File: src/rtl/regfile_pkg.sv
// Shared widths and types for the register-file writeback path.
// Ports: none (package only).
// Defines address/data widths, the register count, the write request and the age stamp width.
package regfile_pkg;

  localparam int ADDR_WIDTH = 5;
  localparam int DATA_WIDTH = 32;
  localparam int CNT_WIDTH  = 16;
  localparam int NUM_REGS   = 1 << ADDR_WIDTH;

  // The stamp is a free-running edge counter. A buffered entry never waits
  // more than two cycles, so three bits are enough to order any two live
  // entries without wrap ambiguity.
  localparam int AGE_WIDTH = 3;

  // Register 0 is hard-wired to zero, so writes to it are discarded.
  localparam logic [ADDR_WIDTH-1:0] REG_ZERO = '0;

  typedef struct packed {
    logic [ADDR_WIDTH-1:0] reg_addr;
    logic [DATA_WIDTH-1:0] data;
  } wr_req_t;

endpackage

File: src/rtl/regfile_write_arbiter_if.sv
// Writeback bus between the two requesters, the arbiter and the register file.
// master: requesters and register file (drive requests, receive write port).
// slave: the arbiter (accepts requests, drives the registered write port).
interface regfile_write_arbiter_if #(
  parameter int ADDR_WIDTH = regfile_pkg::ADDR_WIDTH,
  parameter int DATA_WIDTH = regfile_pkg::DATA_WIDTH
);
  logic                  req0_valid;
  logic [ADDR_WIDTH-1:0] req0_reg;
  logic [DATA_WIDTH-1:0] req0_data;
  logic                  req0_ready;
  logic                  req1_valid;
  logic [ADDR_WIDTH-1:0] req1_reg;
  logic [DATA_WIDTH-1:0] req1_data;
  logic                  req1_ready;
  logic                  write_enable;
  logic [ADDR_WIDTH-1:0] reg_write;
  logic [DATA_WIDTH-1:0] data_write;

  modport master (
    output req0_valid, req0_reg, req0_data, input req0_ready,
    output req1_valid, req1_reg, req1_data, input req1_ready,
    input  write_enable, reg_write, data_write
  );

  modport slave (
    input  req0_valid, req0_reg, req0_data, output req0_ready,
    input  req1_valid, req1_reg, req1_data, output req1_ready,
    output write_enable, reg_write, data_write
  );
endinterface

File: src/rtl/regfile_write_arbiter_wb_hold_buffer.sv
// One-entry writeback holding buffer with register-0 discard.
// Latency: captures on the accept edge; entry visible to the arbiter the next cycle.
// Backpressure: ready = !full, independent of valid; clears on the grant edge.
// Ports: valid/wr_reg/wr_data/ready handshake in; grant clears; full/buf_* out; drop pulses on a reg-0 accept.
module wb_hold_buffer
  import regfile_pkg::*;
#(
  parameter int AW = 5,
  parameter int DW = 32
) (
  input  logic                 clk,
  input  logic                 reset,
  input  logic                 valid,
  input  logic [AW-1:0]        wr_reg,
  input  logic [DW-1:0]        wr_data,
  output logic                 ready,
  input  logic [AGE_WIDTH-1:0] stamp_now,
  input  logic                 grant,
  output logic                 full,
  output logic [AW-1:0]        buf_reg,
  output logic [DW-1:0]        buf_data,
  output logic [AGE_WIDTH-1:0] buf_stamp,
  output logic                 drop
);

  logic accept;

  assign ready  = !full;
  assign accept = valid && !full;
  // A reg-0 write completes the handshake but never occupies the buffer.
  assign drop   = accept && (wr_reg == '0);

  // Accept and grant are mutually exclusive: accept needs !full, grant needs full.
  always_ff @(posedge clk) begin
    if (reset) begin
      full      <= 1'b0;
      buf_reg   <= '0;
      buf_data  <= '0;
      buf_stamp <= '0;
    end else if (accept && !drop) begin
      full      <= 1'b1;
      buf_reg   <= wr_reg;
      buf_data  <= wr_data;
      buf_stamp <= stamp_now;
    end else if (grant) begin
      full      <= 1'b0;
    end
  end

endmodule

File: src/rtl/regfile_write_arbiter.sv
// Shares the register-file write port between ALU (req0) and load (req1) writeback.
// Latency: accept at edge N, write port driven after edge N+1; one write per cycle.
// Backpressure: each requester stalls only while its own one-entry buffer is full.
// Ports: clk/reset; bus (slave) carries both request handshakes and the write port;
// pending_mask flags registers with outstanding writes; write_count/drop_count saturate.
module regfile_write_arbiter
  import regfile_pkg::*;
#(
  parameter int ADDR_WIDTH = regfile_pkg::ADDR_WIDTH,
  parameter int DATA_WIDTH = regfile_pkg::DATA_WIDTH,
  parameter int CNT_WIDTH  = regfile_pkg::CNT_WIDTH
) (
  input  logic                         clk,
  input  logic                         reset,
  regfile_write_arbiter_if.slave       bus,
  output logic [(1<<ADDR_WIDTH)-1:0]   pending_mask,
  output logic [CNT_WIDTH-1:0]         write_count,
  output logic [CNT_WIDTH-1:0]         drop_count
);

  localparam int NREGS = 1 << ADDR_WIDTH;

  function automatic logic [NREGS-1:0] onehot(input logic [ADDR_WIDTH-1:0] r);
    logic [NREGS-1:0] v;
    v    = '0;
    v[r] = 1'b1;
    return v;
  endfunction

  logic [AGE_WIDTH-1:0]  age_ctr;
  logic                  full0, full1, drop0, drop1, grant0, grant1;
  logic [ADDR_WIDTH-1:0] breg0, breg1;
  logic [DATA_WIDTH-1:0] bdata0, bdata1;
  logic [AGE_WIDTH-1:0]  stamp0, stamp1, age_diff;
  logic                  rr_ptr, rr_toggle;
  logic [CNT_WIDTH:0]    drop_sum;

  wb_hold_buffer #(.AW(ADDR_WIDTH), .DW(DATA_WIDTH)) u_buf0 (
    .clk(clk), .reset(reset),
    .valid(bus.req0_valid), .wr_reg(bus.req0_reg), .wr_data(bus.req0_data),
    .ready(bus.req0_ready), .stamp_now(age_ctr), .grant(grant0),
    .full(full0), .buf_reg(breg0), .buf_data(bdata0), .buf_stamp(stamp0), .drop(drop0)
  );

  wb_hold_buffer #(.AW(ADDR_WIDTH), .DW(DATA_WIDTH)) u_buf1 (
    .clk(clk), .reset(reset),
    .valid(bus.req1_valid), .wr_reg(bus.req1_reg), .wr_data(bus.req1_data),
    .ready(bus.req1_ready), .stamp_now(age_ctr), .grant(grant1),
    .full(full1), .buf_reg(breg1), .buf_data(bdata1), .buf_stamp(stamp1), .drop(drop1)
  );

  // Age-then-round-robin grant. A positive stamp difference (MSB clear)
  // means buf1 was stamped later, so buf0 is older.
  always_comb begin
    grant0    = 1'b0;
    grant1    = 1'b0;
    rr_toggle = 1'b0;
    age_diff  = stamp1 - stamp0;
    if (full0 && full1) begin
      if (age_diff == '0) begin
        if (breg0 == breg1) begin
          // Same-edge writes to one register: load value must land last.
          grant0 = 1'b1;
        end else begin
          rr_toggle = 1'b1;
          grant0    = !rr_ptr;
          grant1    = rr_ptr;
        end
      end else if (!age_diff[AGE_WIDTH-1]) begin
        grant0 = 1'b1;
      end else begin
        grant1 = 1'b1;
      end
    end else begin
      grant0 = full0;
      grant1 = full1;
    end
  end

  always_comb begin
    drop_sum = {1'b0, drop_count} + (CNT_WIDTH+1)'(drop0) + (CNT_WIDTH+1)'(drop1);
  end

  always_ff @(posedge clk) begin
    if (reset) begin
      age_ctr          <= '0;
      rr_ptr           <= 1'b0;
      bus.write_enable <= 1'b0;
      bus.reg_write    <= '0;
      bus.data_write   <= '0;
      write_count      <= '0;
      drop_count       <= '0;
    end else begin
      age_ctr <= age_ctr + 1'b1;
      if (rr_toggle) rr_ptr <= !rr_ptr;
      if (grant0) begin
        bus.write_enable <= 1'b1;
        bus.reg_write    <= breg0;
        bus.data_write   <= bdata0;
      end else if (grant1) begin
        bus.write_enable <= 1'b1;
        bus.reg_write    <= breg1;
        bus.data_write   <= bdata1;
      end else begin
        bus.write_enable <= 1'b0;
      end
      if (bus.write_enable && (write_count != '1)) write_count <= write_count + 1'b1;
      drop_count <= drop_sum[CNT_WIDTH] ? '1 : drop_sum[CNT_WIDTH-1:0];
    end
  end

  // Bit 0 can never be pending; masked explicitly so decode never stalls on r0.
  always_comb begin
    pending_mask = '0;
    if (full0)            pending_mask = pending_mask | onehot(breg0);
    if (full1)            pending_mask = pending_mask | onehot(breg1);
    if (bus.write_enable) pending_mask = pending_mask | onehot(bus.reg_write);
    pending_mask[0] = 1'b0;
  end

endmodule

File: src/flat_wrapper.sv
// flat-port wrapper written by rule: the top's interface ports become plain ports
module regfile_write_arbiter_flat import regfile_pkg::*;
#(
  parameter int ADDR_WIDTH = regfile_pkg::ADDR_WIDTH,
  parameter int DATA_WIDTH = regfile_pkg::DATA_WIDTH,
  parameter int CNT_WIDTH  = regfile_pkg::CNT_WIDTH
)
  (clk, reset, pending_mask, write_count, drop_count, bus_req0_valid, bus_req0_reg, bus_req0_data, bus_req0_ready, bus_req1_valid, bus_req1_reg, bus_req1_data, bus_req1_ready, bus_write_enable, bus_reg_write, bus_data_write);
  regfile_write_arbiter_if #(.ADDR_WIDTH(ADDR_WIDTH), .DATA_WIDTH(DATA_WIDTH)) bus_i ();
  input  logic clk;
  input  logic reset;
  output logic [(1<<ADDR_WIDTH)-1:0] pending_mask;
  output logic [CNT_WIDTH-1:0] write_count;
  output logic [CNT_WIDTH-1:0] drop_count;
  input wire logic [$bits(bus_i.req0_valid)-1:0] bus_req0_valid;
  input wire logic [$bits(bus_i.req0_reg)-1:0] bus_req0_reg;
  input wire logic [$bits(bus_i.req0_data)-1:0] bus_req0_data;
  output wire logic [$bits(bus_i.req0_ready)-1:0] bus_req0_ready;
  input wire logic [$bits(bus_i.req1_valid)-1:0] bus_req1_valid;
  input wire logic [$bits(bus_i.req1_reg)-1:0] bus_req1_reg;
  input wire logic [$bits(bus_i.req1_data)-1:0] bus_req1_data;
  output wire logic [$bits(bus_i.req1_ready)-1:0] bus_req1_ready;
  output wire logic [$bits(bus_i.write_enable)-1:0] bus_write_enable;
  output wire logic [$bits(bus_i.reg_write)-1:0] bus_reg_write;
  output wire logic [$bits(bus_i.data_write)-1:0] bus_data_write;
  assign bus_i.req0_valid = bus_req0_valid;
  assign bus_i.req0_reg = bus_req0_reg;
  assign bus_i.req0_data = bus_req0_data;
  assign bus_req0_ready = bus_i.req0_ready;
  assign bus_i.req1_valid = bus_req1_valid;
  assign bus_i.req1_reg = bus_req1_reg;
  assign bus_i.req1_data = bus_req1_data;
  assign bus_req1_ready = bus_i.req1_ready;
  assign bus_write_enable = bus_i.write_enable;
  assign bus_reg_write = bus_i.reg_write;
  assign bus_data_write = bus_i.data_write;
  regfile_write_arbiter #(.ADDR_WIDTH(ADDR_WIDTH), .DATA_WIDTH(DATA_WIDTH), .CNT_WIDTH(CNT_WIDTH)) u_core (.clk(clk), .reset(reset), .bus(bus_i), .pending_mask(pending_mask), .write_count(write_count), .drop_count(drop_count));
endmodule
File: config.mk
export PLATFORM = sky130hd
export DESIGN_NAME = regfile_write_arbiter_flat
export DESIGN_NICKNAME = d
export VERILOG_FILES = /design/src/rtl/regfile_pkg.sv /design/src/rtl/regfile_write_arbiter_if.sv /design/src/rtl/regfile_write_arbiter_wb_hold_buffer.sv /design/src/rtl/regfile_write_arbiter.sv /design/src/flat_wrapper.sv
export SDC_FILE = /design/constraint.sdc
export NUM_CORES = 1
export LEC_CHECK = 0
export BUFFER_PORTS_ARGS = -buffer_cell sky130_fd_sc_hd__buf_2
export CAP_MARGIN = 20
export CORE_ASPECT_RATIO = 2
export CORE_MARGIN = 2
export CORE_UTILIZATION = 50
export DETAILED_ROUTE_END_ITERATION = 8
export PLACE_DENSITY = 0.77
export SLEW_MARGIN = 0
export SYNTH_ARGS = -nofsm -noshare
export SYNTH_HDL_FRONTEND = slang
export SYNTH_HIERARCHICAL = 1
export SYNTH_SLANG_ARGS = --single-unit
File: constraint.sdc
create_clock -name clk -period 2.2 [get_ports clk]
set_input_delay 0.11 -clock clk [delete_from_list [all_inputs] [get_ports clk]]
set_output_delay 0.11 -clock clk [all_outputs]
set_load 0.005 [all_outputs]
After elaboration in Yosys (flattened, before gate mapping)

Cells that the tools add are included.

Register bits after elaboration: 156
Output and inout bits: 104
Logic and storage cells: 83

Add/sub/neg operators: 5
Magnitude comparators: 6
Equality and inequality tests: 2
Multiplexer cells: 31
Bitwise operators: 2
Reductions and logical operators: 22

Operators by type and width:

| operator              | number |
|---|---|
| $mux 32               | 5 |
| $or 32x32->32         | 2 |
| $mux 1                | 20 |
| $lt 5x6->1 const B    | 3 |
| $add 16x1->17         | 1 |
| $add 17x1->17         | 1 |
| $add 16x1->16 const B | 1 |
| $mux 16               | 1 |
| $ne 16x16->1 const B  | 1 |
| $demux 1 s5           | 3 |
| $ge 5x1->1 const B    | 3 |
| $logic_and 1x1->1     | 11 |
| $logic_not 5->1       | 2 |
| $mux 5                | 2 |
| $reduce_bool 2->1     | 3 |
| $eq 5x5->1            | 1 |
| $logic_not 1->1       | 5 |
| $add 3x1->3 const B   | 1 |
| $logic_not 3->1       | 1 |
| $sub 3x3->3           | 1 |

Depth between registers and ports, before layout

Word-level depth: 9
Gate-level depth with buffers: 13
Gate-level depth less buffers: 10

By module

Netlist, hierarchy kept.

By module, submodules not included:

| module                | times used | cells each | area an instance (um2) | sequential area each (um2) |
|---|---|---|---|---|
| regfile_write_arbiter | 1          | 583        | 4514.3                 | 1481.4 |
| wb_hold_buffer        | 2          | 250        | 2222.1                 | 820.8 |

Least setup slack after synthesis

Ideal clock, no wire load.

Kind: input to register
Start: input bus_req0_reg[4]
End: register u_core.drop_count[10]
Data arrival time: 2362 ps
Data required time: 2129 ps
Path slack: -233 ps
Cell stages on the path: 13
Buffers on the path: 3
Cell sequence: or3_1 > buf_6 > buf_6 > nor3_1 > inv_1 > fa_1 > inv_1 > ha_1 > nand3_2 > nor2_1 > nand2_1 > buf_2 > a21oi_1

Cells in the longest elaborated chain, start to end: 5

RTL lines:

| element              | RTL line                                   | source |
|---|---|---|
| from (decl)          | flat_wrapper.sv:16                         | `input wire logic [$bits(bus_i.req0_reg)-1:0] bus_req0_reg;` |
| $logic_not 5->1      | regfile_write_arbiter_wb_hold_buffer.sv:31 | `assign drop = accept && (wr_reg == '0);` |
| $logic_and 1x1->1    | regfile_write_arbiter_wb_hold_buffer.sv:31 |  |
| net u_core.drop0     | regfile_write_arbiter.sv:31                | `logic full0, full1, drop0, drop1, grant0, grant1;` |
| $add 16x1->17        | regfile_write_arbiter.sv:81                | `drop_sum = {1'b0, drop_count} + (CNT_WIDTH+1)'(drop0) + (CNT_WIDTH+1)'(drop1);` |
| $add 17x1->17        | regfile_write_arbiter.sv:81                |  |
| $mux 16              | regfile_write_arbiter.sv:108               | `drop_count <= drop_sum[CNT_WIDTH] ? '1 : drop_sum[CNT_WIDTH-1:0];` |
| to (signal assigned) | regfile_write_arbiter.sv:108               |  |
| to (decl)            | regfile_write_arbiter.sv:18                | `output logic [CNT_WIDTH-1:0] drop_count` |

The timed path passes the listed nets, and every way through them passes these cells.
A chain may end at the register's enable or synchronous reset.

Worst setup path after layout

Start: register u_core.u_buf1.buf_stamp[0]
End: register u_core.bus.data_write[31]

Cells in the longest elaborated chain, start to end: 5
Elaborated cells between the ends (all ways): 10
Those cells by class: 1 x add/sub; 7 x mux; 2 x reduce/logical

RTL lines:

| element                                      | RTL line                                                 | source |
|---|---|---|
| from (decl)                                  | regfile_write_arbiter_wb_hold_buffer.sv:22               | `output logic [AGE_WIDTH-1:0] buf_stamp,` |
| from (signal assigned)                       | regfile_write_arbiter_wb_hold_buffer.sv:44               | `buf_stamp <= stamp_now;` |
| $sub 3x3->3 (*)                              | regfile_write_arbiter.sv:58                              | `age_diff = stamp1 - stamp0;` |
| $logic_not 3->1 or $mux 1 (tied branches)    | regfile_write_arbiter.sv:60, regfile_write_arbiter.sv:69 |  |
| $mux 1                                       | regfile_write_arbiter.sv:60                              | `if (age_diff == '0) begin` |
| $mux 1                                       | regfile_write_arbiter.sv:59                              | `if (full0 && full1) begin` |
| $mux 32 or $reduce_bool 2->1 (tied branches) | --                                                       |  |
| to (signal assigned)                         | regfile_write_arbiter.sv:99                              | `bus.data_write <= bdata0;` |
| to (signal assigned)                         | regfile_write_arbiter.sv:103                             | `bus.data_write <= bdata1;` |
| to (decl)                                    | regfile_write_arbiter_if.sv:29                           | `output write_enable, reg_write, data_write` |

Mark *: on every way between the ends. The rest lies on a longest branch, timed or not.

==> impl_metrics.csv <==
group,metric,value,unit
cells_and_area,largestRegisters,"u_core/bus.data_write x32, u_core/u_buf0/buf_data x32, u_core/u_buf1/buf_data x32",
grt,grt_max_degree,113,
floorplanning,start_util,0.506,
worst_setup_path,worstSetupEndpoint,"u_core/bus.data_write[31]$_SDFFE_PP0P_",
yosys,synth_cell_types,50,
timing,setup-violations-final,0,
floorplanning,die_w,98.7,µm
route,drt-total-wl,30800,µm
grt,grt_pass1_wl,46900,µm
pwr,pwr_density_cell,633,nW/µm²
timing,skew,0.00892,ns
timing,maxSlewViolCount,0,
worst_setup_path,path_max_fanout,9,
clock_network,cts_made_buffers,17,
floorplanning,ios,182,
floorplanning,dieArea,19100,µm²
clock_network,clock-sinks,156,
worst_setup_path,rr_startpoint,"u_core/u_buf1/buf_stamp[0]$_SDFFE_PP0P_",
placement,io_buffer_count,180,
worst_setup_path,worstPathRequired,2.51,ns
pwr,p_seq_frac,0.435,
pwr,leakage,4.79,nW
cells_and_area,drive_above_1_share,0.237,
placement,routabilityCongestion,0.884,
worst_setup_path,reg2reg_depth,9,
floorplanning,coreArea,17700,µm²
timing,tightest_slew,0.645,ns
worst_setup_path,worstSetupEndpointType,"flip-flop",
pwr,p_int,5.22,mW
route,post_drt_wl_per_cell,20.7,µm
worst_setup_path,timing.reg2reg.setup_slack,0.01,ns
yosys,ys_seq_elements,156,
clock_network,clk_latency,0.43,ns
route,drc,0,
clock_network,cts_buffer_depth,2,
yosys,yosysWarnings,6,
worst_setup_path,worstReg2RegEnd,"u_core/bus.data_write[31]$_SDFFE_PP0P_",
yosys,syn_inst,1083,
timing,clock.fmax,457,MHz
pwr,switching_power,2.03,mW
yosys,ys_seq_area_frac,0.349,
yosys,syn_area_per_cell,8.27,µm²
cells_and_area,diodes,0,
flow_run,max_cap_violations,0,
timing,slew_headroom,0.568,
placement,place_area,10000,µm²
route,first_pass_iters,6,
floorplanning,rows,69,
floorplanning,die_h,193,µm
cells_and_area,synthToLayoutAreaGrowth,27.8,%
outcome,outcome,"complete, no violations",
timing,hold_viol_final,0,
yosys,synth_area,8960,µm²
hold_path,hold_path.class,"in2reg",
clock_network,cts_tree,"yes",
timing,post-route-period-util,0.994,
route,drt_iter0_drc,954,
yosys,synth-async-reset-ratio,0,
clock_network,h-tree-depth,4,
clock_network,cts-root-buf,"clkbuf_16",
grt,grt_pass1_vias,9107,
yosys,synth_nets,1167,
cells_and_area,design_area,11500,µm²
route,vias,9800,
timing,fin_ws,0.0140,ns
grt,grt_usage,0.302,
timing,fin_crit,2.19,ns
placement,dp_slack,-0.104,ns
grt,grt.overflow.total,0,
route,vias_per_cell,6.59,
pwr,comb_power_share,0.153,
clock_network,clkTransAtPathRegs,0.07,ns
worst_setup_path,worstSetupStartpoint,"u_core/u_buf1/buf_stamp[0]$_SDFFE_PP0P_",
yosys,synth-edff-count,0,
pwr,switching_share,0.280,
worst_setup_path,path_class,"reg2reg",
placement,hpwl,19600,µm
worst_setup_path,worstPathArrival,2.49,ns
grt,grt_antenna_before_repair,0,
route,ant_nets,0,
yosys,ys.flop_type,"dfxtp_1",
worst_setup_path,crit_path_start_kind,"flip-flop",
pwr,power,7.25,mW
cells_and_area,nets,1347,
pwr,ir_worst_vdd,766,µV
pwr,clockPowerShare,0.412,
power by group through the flow:
| stage | clock network, mW | logic [mW] | registers [mW] |
|---|---|---|---|
| 2_1_floorplan | 0 | 0.651 | 3.13 |
| 3_3_place_gp | 0 | 0.963 | 3.20 |
| 3_5_place_dp | 0 | 0.977 | 3.20 |
| 4_1_cts | 3.02 | 1.07 | 3.14 |
| 5_1_grt | 3.14 | 1.20 | 3.16 |
| 6_report | 2.98 | 1.11 | 3.15 |
worst min path at each step:
stage	to	depth (start not counted)	startpoint
final	u_core/u_buf0/buf_data[21]$_SDFFE_PP0P_	3	bus_req0_data[21]
after global routing	u_core/u_buf0/buf_data[21]$_SDFFE_PP0P_	3	bus_req0_data[21]
after floorplan	u_core/u_buf0/buf_data[0]$_SDFFE_PP0P_	2	bus_req0_data[0]
after CTS	u_core/u_buf0/buf_data[15]$_SDFFE_PP0P_	3	bus_req0_data[15]
after global placement	u_core/u_buf1/buf_data[6]$_SDFFE_PP0P_	3	bus_req1_data[6]
after detailed placement	u_core/u_buf0/buf_data[5]$_SDFFE_PP0P_	3	bus_req0_data[5]
cell families after synthesis:
kind of cell,synth area share
buffers and inverters,0.0802
and+or+nand+nor,0.294
other,0.000419
DFF,0.349
muxes,0.00223
xor gates and xnor gates,0.0281
adders and majority gates,0.0101
AOI/OAI and AO/OA,0.237
metal layers:
layer,vias up,share of wire,track usage
met1,4655,0.35,0.329
met5,-,0,0
li1,4583,-,-
met2,442,0.53,0.543
met3,120,0.055,0.0434
met4,0,0.067,0.178
cells in the final DEF, fill, tap and decap left out, types with 5 or more instances in the layout:
cell / instances
buf_2: 179
dfxtp_1: 154
nand2_1: 149
a32oi_1: 106
nand3_1: 83
o2111ai_1: 71
nor4b_1: 70
dlygate4sd3_1: 61
nand4_1: 45
buf_4: 44
nor2_1: 33
a22oi_1: 29
a21oi_1: 29
nor3_1: 23
clkbuf_16: 20
xor2_1: 15
inv_1: 13
nor3b_1: 13
a211oi_1: 12
xnor2_1: 11
and3b_1: 9
and3_1: 8
buf_12: 7
buf_6: 5
nand2b_1: 5
Yosys cell counts (11+ instances only):
master	instances	area share
a22oi_1	29	0.024
dfxtp_1	156	0.35
buf_2	28	0.016
buf_6	12	0.015
nand3_1	84	0.047
clkbuf_1	81	0.034
nor3_1	26	0.015
nand2_1	151	0.063
nor4b_1	70	0.068
a211oi_1	12	0.010
xnor2_1	11	0.011
nor2_1	35	0.015
xor2_1	15	0.015
buf_1	14	0.0059
nand4_1	45	0.031
inv_1	15	0.0063
a32oi_1	107	0.10
nor3b_1	13	0.011
o2111ai_1	71	0.069
a21oi_1	29	0.016
what timing repair did:
action,in CTS,in global routing
buffers inserted,0,1
resized for setup,3,19
hold buffers,60,1
endpoints found under the hold margin,60,1
gates cloned,0,6
pin swaps,2,10
endpoints found under the setup margin,29,44
through the flow:
stage               TNS (ns)   util  hold WS, ns  cells
global placement      -0.637  0.566        0.360   1388
detailed placement     -1.26  0.566        0.365   1388
finish                     0  0.647      0.00930   1487
CTS                        0  0.634      0.00659   1478
global route         -0.0853  0.647      0.00137   1487
floorplan                  0      -        0.256   1083
cell type report:
class	instances	area (µm²)
clock buffers	19	443
clock inverters	11	145
fillers	1549	6250
inverters	17	63.8
multi-input cells	772	5300
flip-flops and latches	156	3130
well taps	213	267
repair buffers	299	2110
critical path, stage by stage, from the launching register on:
cell and delay, ns:
dfxtp_2 0.35, inv_2 0.05, ha_4 0.15, fa_2 0.33, xnor3_2 0.29, nand3_4 0.11, a211o_4 0.41, clkbuf_16 0.19
nand4_1 0.09, nand3_1 0.09
Power figures use the tool's default switching activity.
